`config.mk`:
```
export PLATFORM = sky130hd
export DESIGN_NAME = vga_frame_scheduler
export DESIGN_NICKNAME = d
export VERILOG_FILES = /design/src/rtl/vga_sched_pkg.sv /design/src/rtl/vga_frame_scheduler_timeout_ctr.sv /design/src/rtl/vga_frame_scheduler.sv
export SDC_FILE = /design/constraint.sdc
export NUM_CORES = 1
export LEC_CHECK = 0
export CORE_MARGIN = 4
export CORE_UTILIZATION = 43
export DETAILED_ROUTE_END_ITERATION = 7
export PLACE_DENSITY_LB_ADDON = 0.25
export SLEW_MARGIN = 20
export SYNTH_ARGS = -nofsm -noshare
export SYNTH_HDL_FRONTEND = slang
export SYNTH_SLANG_ARGS = --single-unit
```
`constraint.sdc`:
```
create_clock -name clk -period 3.3 [get_ports clk]
set_clock_uncertainty 0.2 [all_clocks]
set_input_delay 0.99 -clock clk [delete_from_list [all_inputs] [get_ports clk]]
set_output_delay 0.99 -clock clk [all_outputs]
set_load 0.02 [all_outputs]
```
`src/rtl/vga_sched_pkg.sv`:
```
// vga_sched_pkg
// Shared types and helpers for the VGA frame scheduler.
//   state_t      : scheduler FSM states
//   MAX_CLIENTS  : upper bound on the number of update clients
//   next_client  : lowest set bit of a pending mask at or above a start index
package vga_sched_pkg;

    typedef enum logic [1:0] {
        IDLE = 2'd0,
        SCAN = 2'd1,
        WAIT = 2'd2
    } state_t;

    localparam int MAX_CLIENTS = 8;

    typedef struct packed {
        logic       found;
        logic [2:0] idx;
    } pick_t;

    // Walks downward so the last hit kept is the lowest qualifying bit.
    function automatic pick_t next_client(input logic [MAX_CLIENTS-1:0] pend,
                                          input logic [2:0]             from);
        pick_t r;
        r = '0;
        for (int i = MAX_CLIENTS - 1; i >= 0; i--) begin
            if (pend[i] && (3'(i) >= from)) begin
                r.found = 1'b1;
                r.idx   = 3'(i);
            end
        end
        return r;
    endfunction

endpackage

```
`src/rtl/vga_frame_scheduler_timeout_ctr.sv`:
```
// sched_timeout_ctr
// Loadable down-counter; expired is high while the count sits at zero.
//   clk, rst  : clock, synchronous active-high reset
//   load      : load load_val (has priority over dec)
//   load_val  : value loaded on load
//   dec       : decrement by one, saturating at zero
//   expired   : count == 0
module sched_timeout_ctr
    import vga_sched_pkg::*;
#(
    parameter int W = 10
) (
    input  logic         clk,
    input  logic         rst,
    input  logic         load,
    input  logic [W-1:0] load_val,
    input  logic         dec,
    output logic         expired
);

    logic [W-1:0] cnt;

    always_ff @(posedge clk) begin
        if (rst) begin
            cnt <= '0;
        end else if (load) begin
            cnt <= load_val;
        end else if (dec && (cnt != '0)) begin
            cnt <= cnt - W'(1);
        end
    end

    assign expired = (cnt == '0);

endmodule

```
`src/rtl/vga_frame_scheduler.sv`:
```
// vga_frame_scheduler
// Sequences per-frame client updates into vertical blanking. A falling edge
// of vs starts a frame; enabled clients are requested one at a time in
// ascending index order, each until its done bit or a timeout.
//   clk, rst    : pixel clock, synchronous active-high reset
//   vs, rdn     : vertical sync (active low), active-video strobe (0 = pixel)
//   en_mask     : per-client enable, sampled at frame start
//   upd_done    : per-client completion
//   ovr_clr     : clears the sticky overrun flag
//   upd_req     : registered one-hot request
//   frame_tick  : one-cycle pulse per frame start
//   busy        : sequence in progress
//   overrun     : sticky; active video, new frame or timeout while busy
//   timeout_id  : last client that timed out
//   frame_cnt   : frames since reset, wrapping
//
// state | meaning
// IDLE  | waiting for a vs falling edge
// SCAN  | picking the next pending client at or above idx
// WAIT  | request held to client idx until done or timeout
module vga_frame_scheduler
    import vga_sched_pkg::*;
#(
    parameter int N_CLIENTS = 4,
    parameter int TIMEOUT   = 1023,
    parameter int FCNT_W    = 16
) (
    input  logic                 clk,
    input  logic                 rst,
    input  logic                 vs,
    input  logic                 rdn,
    input  logic [N_CLIENTS-1:0] en_mask,
    input  logic [N_CLIENTS-1:0] upd_done,
    input  logic                 ovr_clr,
    output logic [N_CLIENTS-1:0] upd_req,
    output logic                 frame_tick,
    output logic                 busy,
    output logic                 overrun,
    output logic [2:0]           timeout_id,
    output logic [FCNT_W-1:0]    frame_cnt
);

    localparam int CW = (TIMEOUT > 1) ? $clog2(TIMEOUT + 1) : 1;
    // Loaded on WAIT entry so the request stays high for exactly TIMEOUT cycles.
    localparam logic [CW-1:0] LOAD_VAL = CW'(TIMEOUT - 1);

    state_t                 state, state_n;
    logic [2:0]             idx, idx_n;
    logic [N_CLIENTS-1:0]   pend, pend_n, pend_eff, oh, req_n;
    logic [MAX_CLIENTS-1:0] p8;
    logic                   vs_q, fs, done_hit, expired, ld, to_hit, ovr_set;
    pick_t                  pick;

    assign fs       = vs_q & ~vs;
    assign oh       = N_CLIENTS'(1) << idx;
    assign done_hit = |(upd_done & oh);
    assign pend_eff = fs ? (pend | en_mask) : pend;
    assign busy     = (state != IDLE);

    sched_timeout_ctr #(.W(CW)) u_tmo (
        .clk      (clk),
        .rst      (rst),
        .load     (ld),
        .load_val (LOAD_VAL),
        .dec      (state == WAIT),
        .expired  (expired)
    );

    always_comb begin
        state_n = state;
        idx_n   = idx;
        pend_n  = pend;
        ld      = 1'b0;
        to_hit  = 1'b0;
        p8      = '0;
        p8[N_CLIENTS-1:0] = pend_eff;
        pick    = '0;
        case (state)
            IDLE: begin
                if (fs) begin
                    pend_n = en_mask;
                    if (|en_mask) begin
                        state_n = SCAN;
                        idx_n   = '0;
                    end
                end
            end
            SCAN: begin
                pick = next_client(p8, idx);
                if (pick.found) begin
                    state_n = WAIT;
                    idx_n   = pick.idx;
                    pend_n  = pend_eff;
                    ld      = 1'b1;
                end else if (fs && (|en_mask)) begin
                    // A frame began on the very cycle the scan ran dry:
                    // rescan from client 0 rather than drop that frame.
                    idx_n  = '0;
                    pend_n = pend_eff;
                end else begin
                    state_n = IDLE;
                    idx_n   = '0;
                    pend_n  = '0;
                end
            end
            WAIT: begin
                pend_n = pend_eff;
                if (done_hit || expired) begin
                    pend_n  = pend_eff & ~oh;
                    state_n = SCAN;
                    to_hit  = ~done_hit;
                end
            end
            default: state_n = IDLE;
        endcase
        ovr_set = to_hit || (busy && (!rdn || fs));
        req_n   = (state_n == WAIT) ? (N_CLIENTS'(1) << idx_n) : '0;
    end

    always_ff @(posedge clk) begin
        if (rst) begin
            state      <= IDLE;
            idx        <= '0;
            pend       <= '0;
            vs_q       <= 1'b0;
            upd_req    <= '0;
            frame_tick <= 1'b0;
            frame_cnt  <= '0;
            overrun    <= 1'b0;
            timeout_id <= '0;
        end else begin
            state      <= state_n;
            idx        <= idx_n;
            pend       <= pend_n;
            vs_q       <= vs;
            upd_req    <= req_n;
            frame_tick <= fs;
            if (fs) begin
                frame_cnt <= frame_cnt + FCNT_W'(1);
            end
            if (ovr_set) begin
                overrun <= 1'b1;
            end else if (ovr_clr) begin
                overrun <= 1'b0;
            end
            if (to_hit) begin
                timeout_id <= idx;
            end
        end
    end

endmodule

```
==> flow_metrics.tcl, run 1 <==
set metrics [dict create \
    place.port_buffers 38 \
    fillCellCount 437 \
    gp_congestion 0.836 \
    synth_commonest_cells "dfxtp_1 (45), nor2_1 (33), a21oi_1 (20)" \
    seq_area_frac_synth 0.407 \
    synth_area_sq_um 2210 \
    synth.distinct_cells 48 \
    worst_path_dominant_cell_family "buffers and inverters" \
    worst-path-buf-inv 3 \
    rsz0062_at_grt "no" \
    period_needed_ps 3100 \
    ctsResizeCount 0 \
    slew_headroom 0.689 \
    dp.cells 353 \
    cp_slowest_cell "clkdlybuf4s50_1" \
    rrSetupSlack_ps 840 \
    power_frac_comb 0.213 \
    area_growth_pct 28.1 \
    cts_setup_buffers 0 \
    path_cells "inv_1 -> ha_1 -> inv_1 -> clkdlybuf4s50_1" \
    via_per_inst 5.16 \
    synth_mux_area_frac 0.0277 \
    cts_made_buffers 5 \
    post-dp-hpwl_microns 3690 \
    worstSetupPathType "reg2out" \
    p_leak_nw 1.05 \
    drc 0 \
    ir_worst_vdd_mv 0.274 \
    ant_nets 0 \
    wl_met1_microns 2460 \
    crit_top_cell "inv_1" \
    dieHeight_microns 79.7 \
    p_switching_mw 0.374 \
    start_util 0.456 \
    ctsHoldBuffers 0 \
    cp-end-kind "primary output" \
    synth_flop_cell "dfxtp_1" \
    p_int_mw 0.925 \
    fin_crit_sh 0.939 \
    grtUsageTotal 0.169 \
    yosys-top-cells-area "dfxtp_1 (41%), nor2_1 (5.6%), a21oi_1 (4.5%), ha_1 (4.0%), xnor2_1 (4.0%)" \
    syn-instance-count 245 \
    wl_microns 4990 \
    drt_iter0_markers 64 \
    worstMarginPinSlew_ps 466 \
    finalSetupTns_ps 0 \
    grt_pass1_vias 1816 \
    outcome "completed" \
    hold_ws_ps 305 \
    grt_pass1_wl_microns 8340 \
    fmax_ghz 0.323 \
    antenna_found_initial 0 \
    hp-class "reg2reg" \
    clkLatencyLatePin_ps 300 \
    synth_edf_count 0 \
    ys_ff_latch 45 \
    cap_violations 0 \
    chipWidth_microns 79.7 \
    synth.top_cell.area_share 0.407 \
    synth_compound_gate_area_share 0.179 \
    async_flop_share 0 \
    cellPowerDensity_nw_per_um2 459 \
    seq_power_share 0.467 \
    critical_path_required_ps 2110 \
    met2RoutedLength_microns 2270 \
    n_antenna_cell 0 \
    tritoncts "yes" \
    gr-total-overflow 0 \
    syn_area_per_cell_sq_um 9.02 \
    cts.sinks 45 \
    synth_top_family_by_area "simple AND/OR/NAND/NOR gates" \
    synthSimpleGateAreaFrac 0.231 \
    synth-adder-area-share 0.0396 \
    ioPinCount 39 \
    final_cell_count_no_fill 361 \
    netSwitchingFraction 0.288 \
    yosysMostFrequentCell "dfxtp_1" \
    root_buffer "clkbuf_8" \
    synth_nets 265 \
    worstSetupStartpointType "flop" \
    nets 313 \
    slew_viol_final 0 \
    wl_per_cell_microns 13.8 \
    critPathMaxFanout 6 \
    grt_max_degree 22 \
    seq_area_sq_um 901 \
    power_frac_clock 0.320 \
    drive_gt1_frac 0.0986 \
    num_vias 1864 \
    top_layer_used "met4" \
    wl_met3_microns 200 \
    clk_pin_slew_worst_paths_ps 90 \
    htree_levels 2 \
    multiInputGateArea_sq_um 1230 \
    rows 25 \
    post-route-util 0.584 \
    coreArea_sq_um 4850 \
    yosys.area_share.xor_xnor 0.0792 \
    synth_top_area_cell "dfxtp_1" \
    dr.pass1.iters 7 \
    arrival_ps 1910 \
    die-area_sq_um 6350 \
    hold_viol 0 \
    cpPeakStageDelay_ps 630 \
    synthesis.yosys.warnings 0 \
    cts.path.max_buffers 2 \
    setup_viol 0 \
]
[sequential cells by signal, indices dropped and copies added, names as in the netlist]
register and cells:
upd_req 4, overrun 1, idx 3, timeout_id 3, state 2, vs_q 1, pend 4, frame_cnt 16
u_tmo.cnt 10, frame_tick 1
[final timing paths]
path,depth (start not counted),from,to
hold / removal,2,timeout_id[0],timeout_id[0]
setup reg to reg,7,state[0],upd_req[0]
setup / recovery,4,state[0],busy
hold reg to reg,2,timeout_id[0],timeout_id[0]
[cells by family after synthesis]
group,Yosys count
xor gates and xnor gates,20
buffers and inverters,19
AOI/OAI and AO/OA,53
and+or+nand+nor,95
DFF,45
muxes,6
adders and majority gates,7
[power groups by stage]
stage	clock network, mW	registers [mW]	logic (mW)
after global routing	0.449	0.611	0.307
after detailed placement	0	0.618	0.277
final	0.416	0.606	0.277
after global placement	0	0.618	0.274
after floorplan	0	0.614	0.201
after CTS	0.427	0.606	0.280
[cell usage in the layout (no fill, tap or decap), types with 7 or more instances in the layout]
cell type	netlist	layout
buf_4	0	11
inv_1	11	11
clkdlybuf4s50_1	0	38
xor2_1	10	10
dfxtp_1	45	45
ha_1	7	7
nor3_1	8	8
nor2_1	33	33
xnor2_1	10	10
nand2_1	14	14
a21oi_1	20	20
o21ai_0	8	8
[per-layer routing]
layer  up-vias  GRT usage
li1        959          -
met1       865      0.225
met2        35      0.258
met3         5     0.0440
met4         0     0.0670
met5         -          0
[tightest hold or removal path, delay by kind of cell (launching register included)]
kind             cells  cell delay [ps]
DFF                  1              330
muxes                1               70
and+or+nand+nor      1               70
[final cells by class]
class | instances | area share
Clock inverter | 2 | 0.0137
Sequential cell | 45 | 0.318
Timing Repair Buffer | 49 | 0.163
Inverter | 11 | 0.0146
Clock buffer | 6 | 0.0256
Multi-Input combinational cell | 181 | 0.435
Tap cell | 67 | 0.0296
[stage by stage]
stage | cell area [sq um] | power [mW] | setup slack, ps
CTS | 2830 | 1.31 | 180
finish | 2830 | 1.30 | 203
detailed placement | 2720 | 0.895 | 35.1
global route | 2830 | 1.37 | 72.2
floorplan | 2210 | 0.815 | 648
global placement | 2720 | 0.893 | 101
No activity file was read; power rests on OpenSTA's default activity.
==> inputs of run 2 (changes only) <==
--- a/config.mk
+++ b/config.mk
@@ -5,8 +5,10 @@
 export SDC_FILE = /design/constraint.sdc
 export NUM_CORES = 1
 export LEC_CHECK = 0
+export ABC_CLOCK_PERIOD_IN_PS = 3700
 export CORE_MARGIN = 4
 export CORE_UTILIZATION = 43
+export CTS_BUF_LIST = sky130_fd_sc_hd__clkbuf_4 sky130_fd_sc_hd__clkbuf_8
 export DETAILED_ROUTE_END_ITERATION = 7
 export PLACE_DENSITY_LB_ADDON = 0.25
 export SLEW_MARGIN = 20
==> constraint.sdc (replaced) <==
create_clock -name clk -period 3.7 [get_ports clk]
set_clock_uncertainty 0.2 [all_clocks]
set_input_delay 1.11 -clock clk [delete_from_list [all_inputs] [get_ports clk]]
set_output_delay 1.11 -clock clk [all_outputs]
set_load 0.02 [all_outputs]
==> flow_metrics.tcl, run 2 (synthesis gave the netlist of run 1 again) <==
set metrics [dict create \
    n_antenna_cell 0 \
    htree_levels 2 \
    clk_pin_slew_worst_paths_ps 80 \
    arrival_ps 1900 \
    num_vias 1896 \
    post-route-util 0.580 \
    pre_cts_ws_ps 254 \
    ir_worst_vdd_mv 0.274 \
    root_buffer "clkbuf_8" \
    slew_viol_final 0 \
    outcome "completed" \
    reg_top3 "frame_cnt x16, u_tmo.cnt x10" \
    cts_setup_buffers 0 \
    worstMarginPinSlew_ps 490 \
    ioPinCount 39 \
    slew_headroom 0.673 \
    cap_violations 0 \
    grt_max_degree 22 \
    fillCellCount 446 \
    seq_area_sq_um 901 \
    p_leak_nw 1.04 \
    tritoncts "yes" \
    antenna_found_initial 0 \
    critical_path_required_ps 2390 \
    via_per_inst 5.34 \
    grt_pass1_wl_microns 8710 \
    netSwitchingFraction 0.279 \
    start_util 0.456 \
    fmax_ghz 0.311 \
    chipWidth_microns 79.7 \
    power_frac_comb 0.199 \
    cts_made_buffers 5 \
    wl_microns 5020 \
    worstSetupStartpointType "flop" \
    fin_crit_sh 0.868 \
    rrSetupSlack_ps 1240 \
    critPathMaxFanout 6 \
    p_int_mw 0.890 \
    post-dp-hpwl_microns 3590 \
    die-area_sq_um 6350 \
    rows 25 \
    ctsResizeCount 0 \
    wl_per_cell_microns 14.2 \
    p_switching_mw 0.344 \
    drt_iter0_markers 84 \
    cp-end-kind "primary output" \
    hp-class "reg2reg" \
    multiInputGateArea_sq_um 1230 \
    hold_viol 0 \
    dieHeight_microns 79.7 \
    cts.sinks 45 \
    mostFrequentLayoutCells "dfxtp_1 (45), clkdlybuf4s50_1 (38), nor2_1 (33), a21oi_1 (20), nand2_1 (14)" \
    clkLatencyLatePin_ps 300 \
    ant_nets 0 \
    setup_ws_ps 487 \
    cts.path.max_buffers 2 \
    rsz0062_at_grt "no" \
    mostFrequentLayoutCell "dfxtp_1" \
    cellPowerDensity_nw_per_um2 439 \
    setup_viol 0 \
    ctsHoldBuffers 0 \
    gp_congestion 0.786 \
    finalSetupTns_ps 0 \
    drc 0 \
    place.port_buffers 38 \
    gr-total-overflow 0 \
    power_frac_clock 0.362 \
    worstSetupPathType "reg2out" \
    dr.pass1.iters 4 \
    hold_ws_ps 319 \
    seq_power_share 0.439 \
    largest-register "frame_cnt" \
    grtUsageTotal 0.173 \
    grt_pass1_vias 1942 \
    coreArea_sq_um 4850 \
    drive_gt1_frac 0.0833 \
    area_growth_pct 27.2 \
    nets 307 \
    largest_reg_flops 16 \
    period_needed_ps 3210 \
]
run 2: cell count changes in the layout (fill, tap and decap cells not counted), sizes merged:
cell    change
inv         +1
clkinv      -1
buf         -6
clkbuf      -1
bufinv      +1
run 2: worst paths after layout:
check,end,cells past startpoint,start
hold reg to reg,timeout_id[2],2,timeout_id[2]
hold / removal,timeout_id[2],2,timeout_id[2]
setup reg to reg,upd_req[0],7,state[0]
setup / recovery,busy,4,state[0]
run 2: routing by layer:
layer / vias up / GRT usage / part of all wire / wire (microns)
met4: 0 / 0.0636 / 0.018 / 88
met1: 897 / 0.214 / 0.47 / 2370
met2: 39 / 0.280 / 0.46 / 2300
met3: 9 / 0.0542 / 0.054 / 272
li1: 951 / - / - / -
met5: - / 0 / 0 / 0
run 2: layout make-up:
type                            count  share of cell area
Inverter                           11              0.0147
Sequential cell                    45               0.320
Clock buffer                        5              0.0245
Tap cell                           67              0.0298
Clock inverter                      3              0.0245
Multi-Input combinational cell    181               0.438
Timing Repair Buffer               43               0.149
run 2: power by group through the flow:
| stage | registers (mW) | clock network [mW] | logic [mW] |
|---|---|---|---|
| 3_3_place_gp | 0.551 | 0 | 0.242 |
| 4_1_cts | 0.541 | 0.461 | 0.247 |
| 6_report | 0.541 | 0.447 | 0.246 |
| 3_5_place_dp | 0.551 | 0 | 0.244 |
| 2_1_floorplan | 0.547 | 0 | 0.179 |
| 5_1_grt | 0.545 | 0.479 | 0.275 |
run 2: through the flow:
stage / total power [mW] / area [sq um] / cells
6_report: 1.23 / 2810 / 355
5_1_grt: 1.30 / 2810 / 355
4_1_cts: 1.25 / 2810 / 355
3_5_place_dp: 0.796 / 2680 / 347
3_3_place_gp: 0.793 / 2680 / 347
2_1_floorplan: 0.727 / 2210 / 245
run 2: critical path, stage by stage, from the launching register on:
cell and delay [ps]:
dfxtp_1 440, inv_1 110, ha_1 280, inv_1 150, clkdlybuf4s50_1 620
==> inputs of run 3 (changes only) <==
--- a/config.mk
+++ b/config.mk
@@ -6,10 +6,11 @@
 export NUM_CORES = 1
 export LEC_CHECK = 0
 export ABC_CLOCK_PERIOD_IN_PS = 3700
-export CORE_MARGIN = 4
+export CORE_MARGIN = 3
 export CORE_UTILIZATION = 43
 export CTS_BUF_LIST = sky130_fd_sc_hd__clkbuf_4 sky130_fd_sc_hd__clkbuf_8
 export DETAILED_ROUTE_END_ITERATION = 7
+export DONT_BUFFER_PORTS = 1
 export PLACE_DENSITY_LB_ADDON = 0.25
 export SLEW_MARGIN = 20
 export SYNTH_ARGS = -nofsm -noshare
==> flow_metrics.tcl, run 3 (synthesis gave the netlist of run 1 again) <==
set metrics [dict create \
    chipWidth_microns 77.7 \
    post-route-util 0.492 \
    p_switching_mw 0.323 \
    rrSetupSlack_ps 1250 \
    grt_pass1_wl_microns 7770 \
    mostFrequentLayoutCells "dfxtp_1 (45), nor2_1 (33), a21oi_1 (20), nand2_1 (14), inv_1 (11)" \
    r2r_cells 8 \
    via_per_inst 5.41 \
    setup_viol 0 \
    clkLatencyLatePin_ps 300 \
    grt_pass1_vias 1645 \
    rows 25 \
    cts.sinks 45 \
    ctsHoldBuffers 0 \
    path_cells "inv_1 -> ha_1 -> inv_1" \
    wl_met1_microns 2070 \
    ant_nets 0 \
    gp_congestion 0.768 \
    hp-class "reg2reg" \
    dieHeight_microns 77.7 \
    hold_end "u_tmo.cnt[3]" \
    r2r_end "upd_req[0]" \
    slew_headroom 0.677 \
    cp-end-kind "primary output" \
    wl_met3_microns 316 \
    met2RoutedLength_microns 2100 \
    power.total_mw 1.14 \
    tritoncts "yes" \
    slew_viol_final 0 \
    wl_per_cell_microns 14.5 \
    area_growth_pct 7.87 \
    dr.pass1.iters 4 \
    post-dp-hpwl_microns 3300 \
    hold_viol 0 \
    die-area_sq_um 6040 \
    drive_gt1_frac 0.0813 \
    cellPowerDensity_nw_per_um2 477 \
    reg_top3 "frame_cnt x16, u_tmo.cnt x10" \
    cts.path.max_buffers 2 \
    num_vias 1692 \
    place.port_buffers 0 \
    n_antenna_cell 0 \
    p_leak_nw 0.869 \
    antenna_found_initial 0 \
    root_buffer "clkbuf_8" \
    ctsResizeCount 0 \
    drt_iter0_markers 49 \
    ir_worst_vdd_mv 0.207 \
    hold_depth 2 \
    ioPinCount 39 \
    wl_microns 4550 \
    hold_ws_ps 323 \
    htree_levels 2 \
    worstSetupStartpointType "flop" \
    period_needed_ps 2670 \
    seq_power_share 0.479 \
    cts_setup_buffers 0 \
    p_int_mw 0.815 \
    reg2reg_from "state[1]" \
    largest-register "frame_cnt" \
    netSwitchingFraction 0.284 \
    mostFrequentLayoutCell "dfxtp_1" \
    cap_violations 0 \
    critical_path_required_ps 2390 \
    worst_path_dominant_cell_family "flip-flops" \
    fmax_ghz 0.375 \
    outcome "completed" \
    largest_reg_flops 16 \
    gr-total-overflow 0 \
    nets 265 \
    cp_slowest_cell "dfxtp_1" \
    crit_top_cell "inv_1" \
    clk_pin_slew_worst_paths_ps 90 \
    power_frac_comb 0.178 \
    cts_made_buffers 5 \
    min_from "u_tmo.cnt[3]" \
    placed_area_sq_um 2260 \
    rsz0062_at_grt "no" \
    top_layer_used "met4" \
    power_frac_clock 0.343 \
    fillCellCount 480 \
    fin_crit_sh 0.722 \
    grtUsageTotal 0.163 \
    start_util 0.456 \
    finalSetupTns_ps 0 \
    critPathMaxFanout 6 \
    worst-path-buf-inv 2 \
    arrival_ps 1360 \
    drc 0 \
    worstSetupPathType "reg2out" \
    coreArea_sq_um 4850 \
    worstMarginPinSlew_ps 480 \
    cpPeakStageDelay_ps 440 \
    stdcell_area_sq_um 2380 \
    grt_max_degree 42 \
]
## run 3: changes by cell type in the layout (fill, tap and decap cells not counted), sizes merged
| cell | previous run | this run |
|---|---|---|
| bufinv | 2 | 1 |
| clkbuf | 5 | 6 |
| clkinvlp | 0 | 1 |
| inv | 12 | 11 |
| buf | 5 | 1 |
| clkdlybuf4s50 | 38 | 0 |
## run 3: worst max path at each step
| stage | startpoint | endpoint | slack (ps) | depth (start not counted) |
|---|---|---|---|---|
| floorplan | vs | upd_req[0] | 930 | 6 |
| global placement | en_mask[3] | upd_req[0] | 800 | 6 |
| detailed placement | en_mask[3] | upd_req[0] | 780 | 6 |
| CTS | state[1] | busy | 1000 | 3 |
| global route | state[1] | busy | 900 | 3 |
| finish | state[1] | busy | 1030 | 3 |
## run 3: layer usage
layer,vias to the layer above,track usage
met5,-,0
met4,0,0.0641
met3,5,0.0638
met2,38,0.259
met1,776,0.196
li1,873,-
## run 3: worst min-delay path: cells and delay by family (launching register included)
| kind | cells | cell delay [ps] |
|---|---|---|
| AO/OA/AOI/OAI | 2 | 150 |
| flip-flops | 1 | 340 |
## run 3: power by group through the flow
stage                     Combinational (mW)  Sequential [mW]  Clock [mW]
after floorplan                        0.179            0.547           0
after global placement                 0.203            0.556           0
after detailed placement               0.204            0.556           0
after CTS                              0.204            0.545       0.401
after global routing                   0.227            0.549       0.420
final                                  0.203            0.545       0.390
## run 3: area by class of cell
class | instances | area [sq um] | area share
multi-input combinational | 181 | 1230 | 0.516
sequential | 45 | 901 | 0.378
tap | 67 | 83.8 | 0.0352
clock buffer | 6 | 82.6 | 0.0346
inverter | 11 | 41.3 | 0.0173
clock inverter | 2 | 37.5 | 0.0157
timing repair buffer | 1 | 7.51 | 0.00315
## run 3: stage by stage
| step | std cells | worst slack, ps |
|---|---|---|
| final | 313 | 1030 |
| after global routing | 313 | 899 |
| after CTS | 313 | 1000 |
| after detailed placement | 305 | 778 |
| after global placement | 305 | 798 |
| after floorplan | 245 | 928 |
